[config.mk]
export PLATFORM = sky130hd
export DESIGN_NAME = bitstream_loader
export DESIGN_NICKNAME = d
export VERILOG_FILES = /design/src/rtl/bitstream_loader.sv
export SDC_FILE = /design/constraint.sdc
export NUM_CORES = 1
export LEC_CHECK = 0
export BUFFER_PORTS_ARGS = -buffer_cell sky130_fd_sc_hd__buf_2
export CORE_MARGIN = 2
export CORE_UTILIZATION = 57
export DETAILED_ROUTE_END_ITERATION = 8
export HOLD_SLACK_MARGIN = 0.12
export PLACE_DENSITY_LB_ADDON = 0.3
export SLEW_MARGIN = 0
export SYNTH_ARGS = -nofsm -noshare
export SYNTH_HDL_FRONTEND = slang
export SYNTH_SLANG_ARGS = --single-unit
[constraint.sdc]
create_clock -name i_clk -period 1.85 [get_ports i_clk]
set_input_delay 0.2775 -clock i_clk [delete_from_list [all_inputs] [get_ports i_clk]]
set_output_delay 0.2775 -clock i_clk [all_outputs]
set_load 0.1 [all_outputs]
[src/rtl/bitstream_loader.sv]
// Configuration scan-chain master: accepts host bytes over valid/ready and shifts exactly
// CHAIN_LEN bits LSB-first into the fabric chain, capturing the chain tail as readback bytes.
module bitstream_loader #(
  parameter int CHAIN_LEN = 1024,
  parameter int CLK_DIV   = 2
) (
  input  logic       i_clk,
  input  logic       i_rst_n,
  input  logic       i_start,
  input  logic [7:0] i_s_data,
  input  logic       i_s_valid,
  output logic       o_s_ready,
  output logic       o_busy,
  output logic       o_done,
  output logic [7:0] o_rd_data,
  output logic       o_rd_valid,
  output logic       o_prog_clk,
  output logic       o_prog_en,
  output logic       o_prog_in,
  input  logic       i_prog_out
);
  localparam int BW = $clog2(CHAIN_LEN + 1);
  localparam int DW = (CLK_DIV > 1) ? $clog2(CLK_DIV) : 1;

  typedef enum logic [2:0] {S_IDLE, S_FETCH, S_LOW, S_HIGH, S_FINISH} state_t;

  state_t        r_state, w_state_nx;
  logic [BW-1:0] r_bits;
  logic [DW-1:0] r_div;
  logic [2:0]    r_bidx, r_rbcnt;
  logic [7:0]    r_byte, r_rb;
  logic          w_div_end, w_take, w_rise, w_next_bit;
  logic [2:0]    w_bidx_nx;
  logic [7:0]    w_rb_nx;

  assign w_div_end  = (r_div == DW'(CLK_DIV - 1));
  assign w_take     = (r_state == S_FETCH) && i_s_valid;
  assign w_rise     = (r_state == S_LOW) && w_div_end;
  assign w_next_bit = (r_state == S_HIGH) && w_div_end && (w_state_nx == S_LOW);
  assign w_bidx_nx  = r_bidx + 3'd1;
  // readback bits land at their final position so a short last byte comes out zero-padded
  assign w_rb_nx    = r_rb | (8'(i_prog_out) << r_rbcnt);

  always_ff @(posedge i_clk or negedge i_rst_n) begin
    if (!i_rst_n) r_state <= S_IDLE;
    else          r_state <= w_state_nx;
  end

  always_comb begin
    w_state_nx = r_state;
    case (r_state)
      S_IDLE:   if (i_start) w_state_nx = S_FETCH;
      S_FETCH:  if (i_s_valid) w_state_nx = S_LOW;
      S_LOW:    if (w_div_end) w_state_nx = S_HIGH;
      S_HIGH: begin
        if (w_div_end) begin
          if (r_bits == '0)        w_state_nx = S_FINISH;
          else if (r_bidx == 3'd7) w_state_nx = S_FETCH;
          else                     w_state_nx = S_LOW;
        end
      end
      S_FINISH: w_state_nx = S_IDLE;
      default:  w_state_nx = S_IDLE;
    endcase
  end

  // Chain pins are registered from the next state so they never glitch on state decode.
  always_ff @(posedge i_clk or negedge i_rst_n) begin
    if (!i_rst_n) begin
      o_s_ready  <= 1'b0;
      o_busy     <= 1'b0;
      o_done     <= 1'b0;
      o_rd_data  <= '0;
      o_rd_valid <= 1'b0;
      o_prog_clk <= 1'b0;
      o_prog_en  <= 1'b0;
      o_prog_in  <= 1'b0;
      r_bits     <= '0;
      r_div      <= '0;
      r_bidx     <= '0;
      r_rbcnt    <= '0;
      r_byte     <= '0;
      r_rb       <= '0;
    end else begin
      o_rd_valid <= 1'b0;
      o_s_ready  <= (w_state_nx == S_FETCH);
      o_prog_en  <= (w_state_nx != S_IDLE);
      o_prog_clk <= (w_state_nx == S_HIGH);
      r_div      <= (w_state_nx != r_state) ? '0 : r_div + DW'(1);

      if (r_state == S_IDLE && i_start) begin
        o_busy  <= 1'b1;
        o_done  <= 1'b0;
        r_bits  <= BW'(CHAIN_LEN);
        r_rb    <= '0;
        r_rbcnt <= '0;
      end

      if (w_take) begin
        r_byte    <= i_s_data;
        r_bidx    <= '0;
        o_prog_in <= i_s_data[0];
      end

      // prog_out is sampled here, before the chain sees the prog_clk rise
      if (w_rise) begin
        r_bits <= r_bits - BW'(1);
        if (r_rbcnt == 3'd7 || r_bits == BW'(1)) begin
          o_rd_data  <= w_rb_nx;
          o_rd_valid <= 1'b1;
          r_rb       <= '0;
          r_rbcnt    <= '0;
        end else begin
          r_rb    <= w_rb_nx;
          r_rbcnt <= r_rbcnt + 3'd1;
        end
      end

      if (w_next_bit) begin
        r_bidx    <= w_bidx_nx;
        o_prog_in <= r_byte[w_bidx_nx];
      end

      if (r_state == S_FINISH) begin
        o_busy    <= 1'b0;
        o_done    <= 1'b1;
        o_prog_in <= 1'b0;
      end
    end
  end
endmodule
* After elaboration in Yosys (flattened, before gate mapping)
Index checks and enable logic that the tools add are counted.
Storage, ports and cells: register bits after elaboration 52, output and inout port bits 15, bits of input ports 13, logic and storage cells 76
Operators by class: bitwise operators 1, order comparisons 1, add/sub/neg operators 4, mux-type cells 29, shift-type cells 1, reduce and logical (&&, ||, !) cells 14, eq/ne operators 11
Operators with widths (number):
- $mux W3 | 10
- $mux W8 | 3
- $mux W11 | 2
- $eq A3 B2 Y1 const B | 4
- $pmux W3 S4 | 1
- $eq A11 B1 Y1 const B | 1
- $logic_not A11 Y1 | 1
- $mux W1 | 11
- $sub A11 B1 Y11 const B | 1
- $eq A3 B3 Y1 const B | 3
- $or A8 B8 Y8 | 1
- $shl A1 B3 Y8 | 1
- $add A3 B1 Y3 const B | 2
- $eq A3 B1 Y1 const B | 2
- $reduce_bool A2 Y1 | 3
- $reduce_bool A3 Y1 | 2
- $logic_and A1 B1 Y1 | 5
- $lt A3 B4 Y1 const B | 1
- $bmux W1 S3 | 1
- $logic_not A3 Y1 | 1
- $ne A3 B3 Y1 | 1
- $mux W2 | 1
- $reduce_and A2 Y1 | 1
- $add A1 B1 Y1 const B | 1
- $logic_or A1 B1 Y1 | 1

* Longest topological paths before layout
Gate-level depths: netlist (run 1).
depth after elaboration 9, depth in mapped cells 7, gate-level depth less buffers 6

* Least setup slack after synthesis (run 1)
No wires, ideal clock.
kind register to register, start point reg r_bits[3], end point reg o_rd_data[7], library setup time 0.125 ns, clock period less this slack 1.698 ns, stages on the path, launching flop included 5, buffers on the path 0, setup slack 0.152 ns, arrival time 1.573 ns, cells stage by stage dfrtp_1 > nor4_4 > a41oi_4 > nor2_2 > mux2_2
Between the ends: cells in the longest elaborated chain, start to end 3
Ends and longest elaborated chain:
- start: declaration | RTL line 28 | logic [BW-1:0] r_bits;
- start signal: assignment | RTL line 94 | r_bits <= BW'(CHAIN_LEN);
- start signal: assignment | RTL line 107 | r_bits <= r_bits - BW'(1);
- $eq A11 B1 Y1 | RTL line 108 | if (r_rbcnt == 3'd7 || r_bits == BW'(1)) begin
- $logic_or A1 B1 Y1 | RTL line 108
- $reduce_and A2 Y1 (no line)
- end signal: assignment | RTL line 109 | o_rd_data <= w_rb_nx;
- end: declaration | RTL line 15 | output logic [7:0] o_rd_data,
No other way between the ends. A chain may end at the register's enable or synchronous reset.

* Worst setup path in the final report (run 1)
start point reg r_state[0], end point reg r_bits[8]
Between the ends: cells in the longest elaborated chain, start to end 3, elaborated cells on any way between the ends 6
Ends and longest elaborated chain:
- start: declaration | RTL line 27 | state_t r_state, w_state_nx;
- start signal: assignment | RTL line 46 | else r_state <= w_state_nx;
- $eq A3 B2 Y1 / $logic_not A3 Y1 (equally long branches) | RTL line 38, 91
- $logic_and A1 B1 Y1, on equally long branches | RTL line 38, 91
- $mux W11 / $reduce_bool A2 Y1 (equally long branches)
Several ways; a longest one is shown, not always the timed one.

==> flow_metrics.py, run 1 <==
metrics = {
    "setup_path": {
        "reg2reg_slack_ns": 0.13,
        "critPathTopFamily": "flip-flops",
        "crit_fanout": 10,
        "cp_num_buf_inv": 1,
        "cp.arrival_ns": 1.90,
        "slowest_delay_ns": 0.49,
        "ff2ff_path_depth": 5,
        "path_cells": "nor4bb_1 -> buf_4 -> nand3_1 -> o311ai_0 -> o41ai_1",
        "r2r_end": "r_bits[8]",
        "critical_path_class": "reg2reg",
        "r2r-start": "r_state[0]",
        "cp-start-kind": "flop",
        "end_kind": "flop",
        "cp_slowest_cell": "dfrtp_1",
        "crit_required_ns": 2.03,
    },
    "detailed_routing": {
        "drt_iter0_markers": 99,
        "wire_per_inst_um": 15.38,
        "wl_um": 4537,
        "drt-vias-per-instance": 5.763,
        "num_vias": 1700,
        "ant_nets": 0,
        "first_pass_iters": 4,
        "drcViolationCount": 0,
    },
    "power_and_ir_drop": {
        "pwr-share-seq_pct": 40.3,
        "switching_share_pct": 45.53,
        "power_leakage_nw": 1.200,
        "clock_power_share_pct": 13.6,
        "intPower_w": 0.002633,
        "power.switching_w": 0.002201,
        "power_density_nw_per_um2": 1764,
        "power_frac_comb_pct": 46.1,
        "ir_drop_mv": 0.8252,
    },
    "yosys": {
        "synth-edff-count": 0,
        "ys_seq_elements": 52,
        "avgSynthCellArea_um2": 11.49,
        "ys_async_sr_fraction_pct": 100.0,
        "yosys.area.top_type": "dfrtp_1",
        "synthDistinctLibCells": 41,
        "synth.area.top_cells": "dfrtp_1 54%, mux2_2 5.1%, o21ai_0 4.4%, nand2_1 3.3%, ha_1 3.1%",
        "ys_seq_area_share_pct": 53.91,
        "synth_cells": 210,
        "ys_warn_count": 0,
        "syn_area_um2": 2414,
        "netlist.area_leader.share_pct": 53.91,
        "synth_flop_cell": "dfrtp_1",
        "synth_nets": 229,
    },
    "clock_tree": {
        "cts_made_buffers": 5,
        "clk_latency_ns": 0.30,
        "cts_tree": "yes",
        "cts-root-buf": "clkbuf_8",
        "cts_num_sinks": 52,
        "path_clk_slew_ns": 0.09,
        "htree_levels": 2,
        "cts_max_path_buffers": 2,
    },
    "min_path": {
        "hold_path_startpoint": "i_s_data[1]",
        "whs_path_depth": 2,
        "hp-class": "in2reg",
        "min_to": "r_byte[1]",
    },
    "global_routing": {
        "grt_max_degree": 30,
        "grt_pass1_wl_um": 7672,
        "grt_use_total_pct": 19.92,
        "grt_pass1_vias": 1637,
        "overflow": 0,
        "antenna_found_initial": 0,
    },
    "layout": {
        "area_growth_pct": 13.53,
        "instances_no_fill": 295,
        "drive_above_1_share_pct": 25.71,
        "antenna_cells": 0,
        "nNetsFinal": 263,
    },
    "flow_run": {
        "cap_violations": 0,
    },
    "die": {
        "io_pins": 28,
        "fp.dieH_um": 69.07,
        "core_um2": 4029,
        "die_w_um": 69.07,
        "start_util_pct": 59.91,
        "rows": 23,
        "die-area_um2": 4771,
    },
    "sta": {
        "finalSetupTns_ns": 0,
        "post-route-min-period_ns": 1.720,
        "period_share_pct": 92.99,
        "max_clock_freq_mhz": 581.3,
        "fin_hold_ws_ns": 0.2002,
        "hold_viol_final": 0,
        "rsz0062_at_grt": "true",
        "report.final.setup_viol": 0,
        "skew_ns": 0.006918,
        "slew_headroom_pct": 62.09,
        "finalMaxSlewViolations": 0,
        "tightest_slew_ns": 0.5686,
    },
    "place": {
        "dpl.hpwl_um": 3182,
        "place.gp.congestion": 0.8675,
        "portBuffers": 27,
        "dp.cells": 285,
    },
    "status": {
        "status": "complete, no violations",
    },
}
-- timing repair --
| item | 4_1_cts | 5_1_grt |
|---|---|---|
| hold buffers | 1 | 0 |
| setup buffers | 0 | 1 |
| setup endpoints to repair | 0 | 24 |
| hold endpoints to repair | 23 | 0 |
| resized for setup | 0 | 2 |
-- power groups by stage --
stage | logic (W) | registers (W) | clock network, W
2_1_floorplan | 0.00125 | 0.00244 | 0
3_5_place_dp | 0.00220 | 0.00196 | 0
6_report | 0.00223 | 0.00195 | 0.000658
4_1_cts | 0.00222 | 0.00194 | 0.000674
3_3_place_gp | 0.00215 | 0.00193 | 0
5_1_grt | 0.00241 | 0.00201 | 0.000714
-- layout make-up --
class	instances	area, um^2
multi-input combinational	143	1045
fill	305	1289
timing repair buffer	36	217.7
clock buffer	8	90.09
inverter	6	22.52
tap	50	62.56
sequential	52	1303
-- Yosys cell counts (3+ instances only) --
cell type,number
dfrtp_1,52
mux2i_1,5
inv_1,6
o21ai_0,21
a21oi_1,7
nand2_1,21
buf_2,5
o31ai_1,8
nor2b_1,4
o211ai_1,3
nand2b_1,3
nor2_1,10
a31oi_1,4
nor3_1,3
clkbuf_1,3
a32o_1,3
mux2_2,11
nand3_1,8
ha_1,6
-- sequential cells by signal, indices dropped and copies added (netlist names) --
register    flops
r_bits         11
o_rd_data       8
r_byte          8
r_rb            8
r_bidx          3
r_rbcnt         3
r_state         3
o_busy          1
o_done          1
o_prog_clk      1
o_prog_en       1
o_prog_in       1
o_rd_valid      1
o_s_ready       1
r_div           1
-- per-stage QoR --
step	cell area, um^2	util, %	setup WS (ns)	total power (W)
2_1_floorplan	2414	-	0.1519	0.003688
3_5_place_dp	2629	65.25	0.03844	0.004155
6_report	2740	68.01	0.1297	0.004834
5_1_grt	2740	68.01	-0.007151	0.005138
4_1_cts	2729	67.73	0.03389	0.004831
3_3_place_gp	2629	65.25	0.09846	0.004080
-- cells by family after synthesis --
| kind of cell | after synthesis | share of synthesized area [%] |
|---|---|---|
| buffers and inverters | 15 | 2.903 |
| AO/OA/AOI/OAI | 54 | 15.29 |
| adder cells (fa/ha/maj) | 6 | 3.110 |
| AND/OR/NAND/NOR | 64 | 15.35 |
| multiplexers | 18 | 9.072 |
| XOR/XNOR | 1 | 0.3629 |
| flip-flops | 52 | 53.91 |
-- worst max-delay path by stage --
stage / cells after the start / to / start / slack, ns
after CTS: 4 / r_bits[8] / r_bits[2] / 0.03
final: 5 / r_bits[8] / r_state[0] / 0.13
after floorplan: 4 / o_rd_data[7] / r_bits[3] / 0.15
after global placement: 4 / o_rd_data[7] / r_bits[2] / 0.1
after global routing: 4 / o_prog_en / r_bits[6] / -0.007
after detailed placement: 4 / r_bits[8] / r_bits[2] / 0.04
-- metal layers --
| layer | share of wire (%) | track usage [%] | vias up |
|---|---|---|---|
| met5 | 0 | 0 | - |
| met4 | 1.6 | 8.061 | 0 |
| met3 | 3.9 | 5.263 | 8 |
| met2 | 47 | 29.91 | 36 |
| met1 | 48 | 27.70 | 819 |
| li1 | - | - | 837 |
-- placed cells by master (no fill, tap or decap), types with 5 or more instances in the layout --
cell type and n:
dfrtp_1 51, clkbuf_8 6, buf_2 27, inv_1 6
buf_4 7, nand3_1 8, o21ai_0 21, a21oi_1 7
nand2_1 21, mux2i_1 5, o31ai_1 8, nor2_1 9
ha_1 6, mux2_2 11
Power figures use the tool's default switching activity.
==> run 2, diff against run 1 <==
--- a/config.mk
+++ b/config.mk
@@ -6,11 +6,11 @@
 export NUM_CORES = 1
 export LEC_CHECK = 0
 export BUFFER_PORTS_ARGS = -buffer_cell sky130_fd_sc_hd__buf_2
-export CORE_MARGIN = 2
 export CORE_UTILIZATION = 57
 export DETAILED_ROUTE_END_ITERATION = 8
 export HOLD_SLACK_MARGIN = 0.12
-export PLACE_DENSITY_LB_ADDON = 0.3
+export PLACE_DENSITY = 0.78
+export REMOVE_ABC_BUFFERS = 1
 export SLEW_MARGIN = 0
 export SYNTH_ARGS = -nofsm -noshare
 export SYNTH_HDL_FRONTEND = slang
==> run 2 against run 1 <==
Worst setup slack got worse by 0.027 ns. Highest routed layer unchanged. Power is 0.42% higher. First-iteration DRC count is 7.1% lower. Largest cell class unchanged.
==> flow_metrics.py, run 2 (same netlist as run 1, synthesis figures left out) <==
metrics = {
    "sta": {
        "slew_headroom_pct": 63.63,
        "hold_viol_final": 0,
        "post-route-min-period_ns": 1.747,
        "period_share_pct": 94.43,
        "finalWorstSetupSlack_ns": 0.1030,
        "tightest_slew_ns": 0.5380,
        "fin_hold_ws_ns": 0.1990,
        "finalMaxSlewViolations": 0,
        "skew_ns": 0.008738,
        "finalSetupTns_ns": 0,
        "max_clock_freq_mhz": 572.4,
        "report.final.setup_viol": 0,
    },
    "setup_path": {
        "path_cells": "nor4_4 -> buf_4 -> a41oi_2 -> o211ai_1 -> o211ai_1",
        "crit_path_frequent_cell": "o211ai_1",
        "cp.arrival_ns": 1.92,
        "cp-start-kind": "flop",
        "slowest_delay_ns": 0.45,
        "cp_num_buf_inv": 1,
        "critPathTopFamily": "compound AO/OA/AOI/OAI gates",
        "crit_fanout": 6,
        "crit_required_ns": 2.02,
        "critical_path_class": "reg2reg",
        "cp_slowest_cell": "dfrtp_2",
        "end_kind": "flop",
    },
    "layout": {
        "mostFrequentLayoutCells": "49 x dfrtp_1, 27 x buf_2, 21 x o21ai_0, 21 x nand2_1, 11 x mux2_2",
        "layout_commonest_cell": "dfrtp_1",
        "antenna_cells": 0,
        "area_growth_pct": 14.83,
        "multiInputGateArea_um2": 1052,
        "largest_reg_flops": 11,
        "regArea_um2": 1305,
        "nNetsFinal": 265,
        "drive_above_1_share_pct": 28.05,
        "top_register": "r_bits",
        "fillers": 282,
    },
    "die": {
        "die-area_um2": 4498,
        "start_util_pct": 59.91,
        "core_um2": 4029,
        "io_pins": 28,
        "rows": 23,
        "die_w_um": 67.07,
        "fp.dieH_um": 67.07,
    },
    "detailed_routing": {
        "drcViolationCount": 0,
        "first_pass_iters": 7,
        "wl_um": 4196,
        "wire_per_inst_um": 14.18,
        "drt_iter0_markers": 92,
        "ant_nets": 0,
        "num_vias": 1719,
        "drt-vias-per-instance": 5.807,
    },
    "power_and_ir_drop": {
        "power.switching_w": 0.002172,
        "switching_share_pct": 44.75,
        "clock_power_share_pct": 14.3,
        "power_frac_comb_pct": 46.0,
        "power_leakage_nw": 1.212,
        "pwr-share-seq_pct": 39.7,
        "intPower_w": 0.002682,
        "power_density_nw_per_um2": 1752,
        "ir_drop_mv": 0.9456,
    },
    "clock_tree": {
        "postCtsSetupBuffers": 0,
        "cts_tree": "yes",
        "htree_levels": 2,
        "clk_latency_ns": 0.31,
        "cts-root-buf": "clkbuf_8",
        "cts_max_path_buffers": 2,
        "cts_num_sinks": 52,
        "path_clk_slew_ns": 0.09,
        "cts_made_buffers": 5,
    },
    "place": {
        "place.gp.congestion": 0.7535,
        "portBuffers": 27,
        "place_ws_ns": 0.06777,
        "dpl.hpwl_um": 2967,
    },
    "global_routing": {
        "antenna_found_initial": 0,
        "grt_pass1_wl_um": 7010,
        "grt_use_total_pct": 21.40,
        "overflow": 0,
        "grt_pass1_vias": 1561,
        "grt_max_degree": 53,
    },
    "min_path": {
        "hp-class": "in2reg",
    },
    "flow_run": {
        "cap_violations": 0,
    },
    "status": {
        "status": "complete, no violations",
    },
}
run 2: cell count changes in the layout (fill, tap and decap cells not counted):
| cell | delta |
|---|---|
| a41oi_1 | -1 |
| a41oi_2 | +1 |
| buf_4 | +2 |
| clkbuf_1 | -2 |
| clkbuf_8 | +1 |
| dfrtp_1 | -2 |
| dfrtp_2 | +2 |
| o311ai_0 | -2 |
| o311ai_1 | +2 |
run 2: cell type report:
class	count	area share [%]
clock buffer	7	3.476
inverter	6	0.8126
multi-input combinational	143	37.97
sequential	52	47.09
tap	50	2.257
timing repair buffer	38	8.397
run 2: stage by stage:
stage	utilization (%)	total power, W	area, um^2	cells
3_3_place_gp	65.81	0.004098	2651	288
3_5_place_dp	65.81	0.004167	2651	288
6_report	68.79	0.004855	2771	296
4_1_cts	68.45	0.004854	2758	296
2_1_floorplan	-	0.003636	2366	201
5_1_grt	68.79	0.005172	2771	296
run 2: path summary, 6_finish.rpt:
| check | startpoint | slack, ns | to | depth (start not counted) |
|---|---|---|---|---|
| worst max register to register | r_bits[4] | 0.10 | o_prog_en | 5 |
| min in group asynchronous | i_rst_n | 0.48 | o_s_ready | 3 |
| max in group asynchronous | i_rst_n | 1.13 | r_state[1] | 3 |
| worst max-delay path | r_bits[4] | 0.10 | o_prog_en | 5 |
| worst min register to register | o_done | 0.48 | o_done | 2 |
| worst min-delay path | i_s_data[3] | 0.20 | r_byte[3] | 2 |
run 2: repair_timing:
action	in CTS	in global routing
resized for setup	0	7
hold endpoints to repair	52	0
hold buffers	1	0
setup endpoints to repair	0	5
run 2: worst reg2reg max path: stages (launching register included):
cell	delay (ns)
dfrtp_2	0.45
nor4_4	0.35
buf_4	0.21
a41oi_2	0.14
o211ai_1	0.32
o211ai_1	0.14
run 2: layer usage:
layer / global-route usage, % / share of wire, %
met3: 5.651 / 3.4
met2: 33.88 / 46
met4: 7.979 / 1.5
met1: 27.91 / 49
met5: 0 / 0
run 2: power by group through the flow:
stage	sequential, W	clock (W)	combinational, W
2_1_floorplan	0.00247	0	0.00116
3_3_place_gp	0.00192	0	0.00218
3_5_place_dp	0.00194	0	0.00223
4_1_cts	0.00192	0.000702	0.00223
5_1_grt	0.00199	0.000739	0.00244
6_report	0.00193	0.000694	0.00223
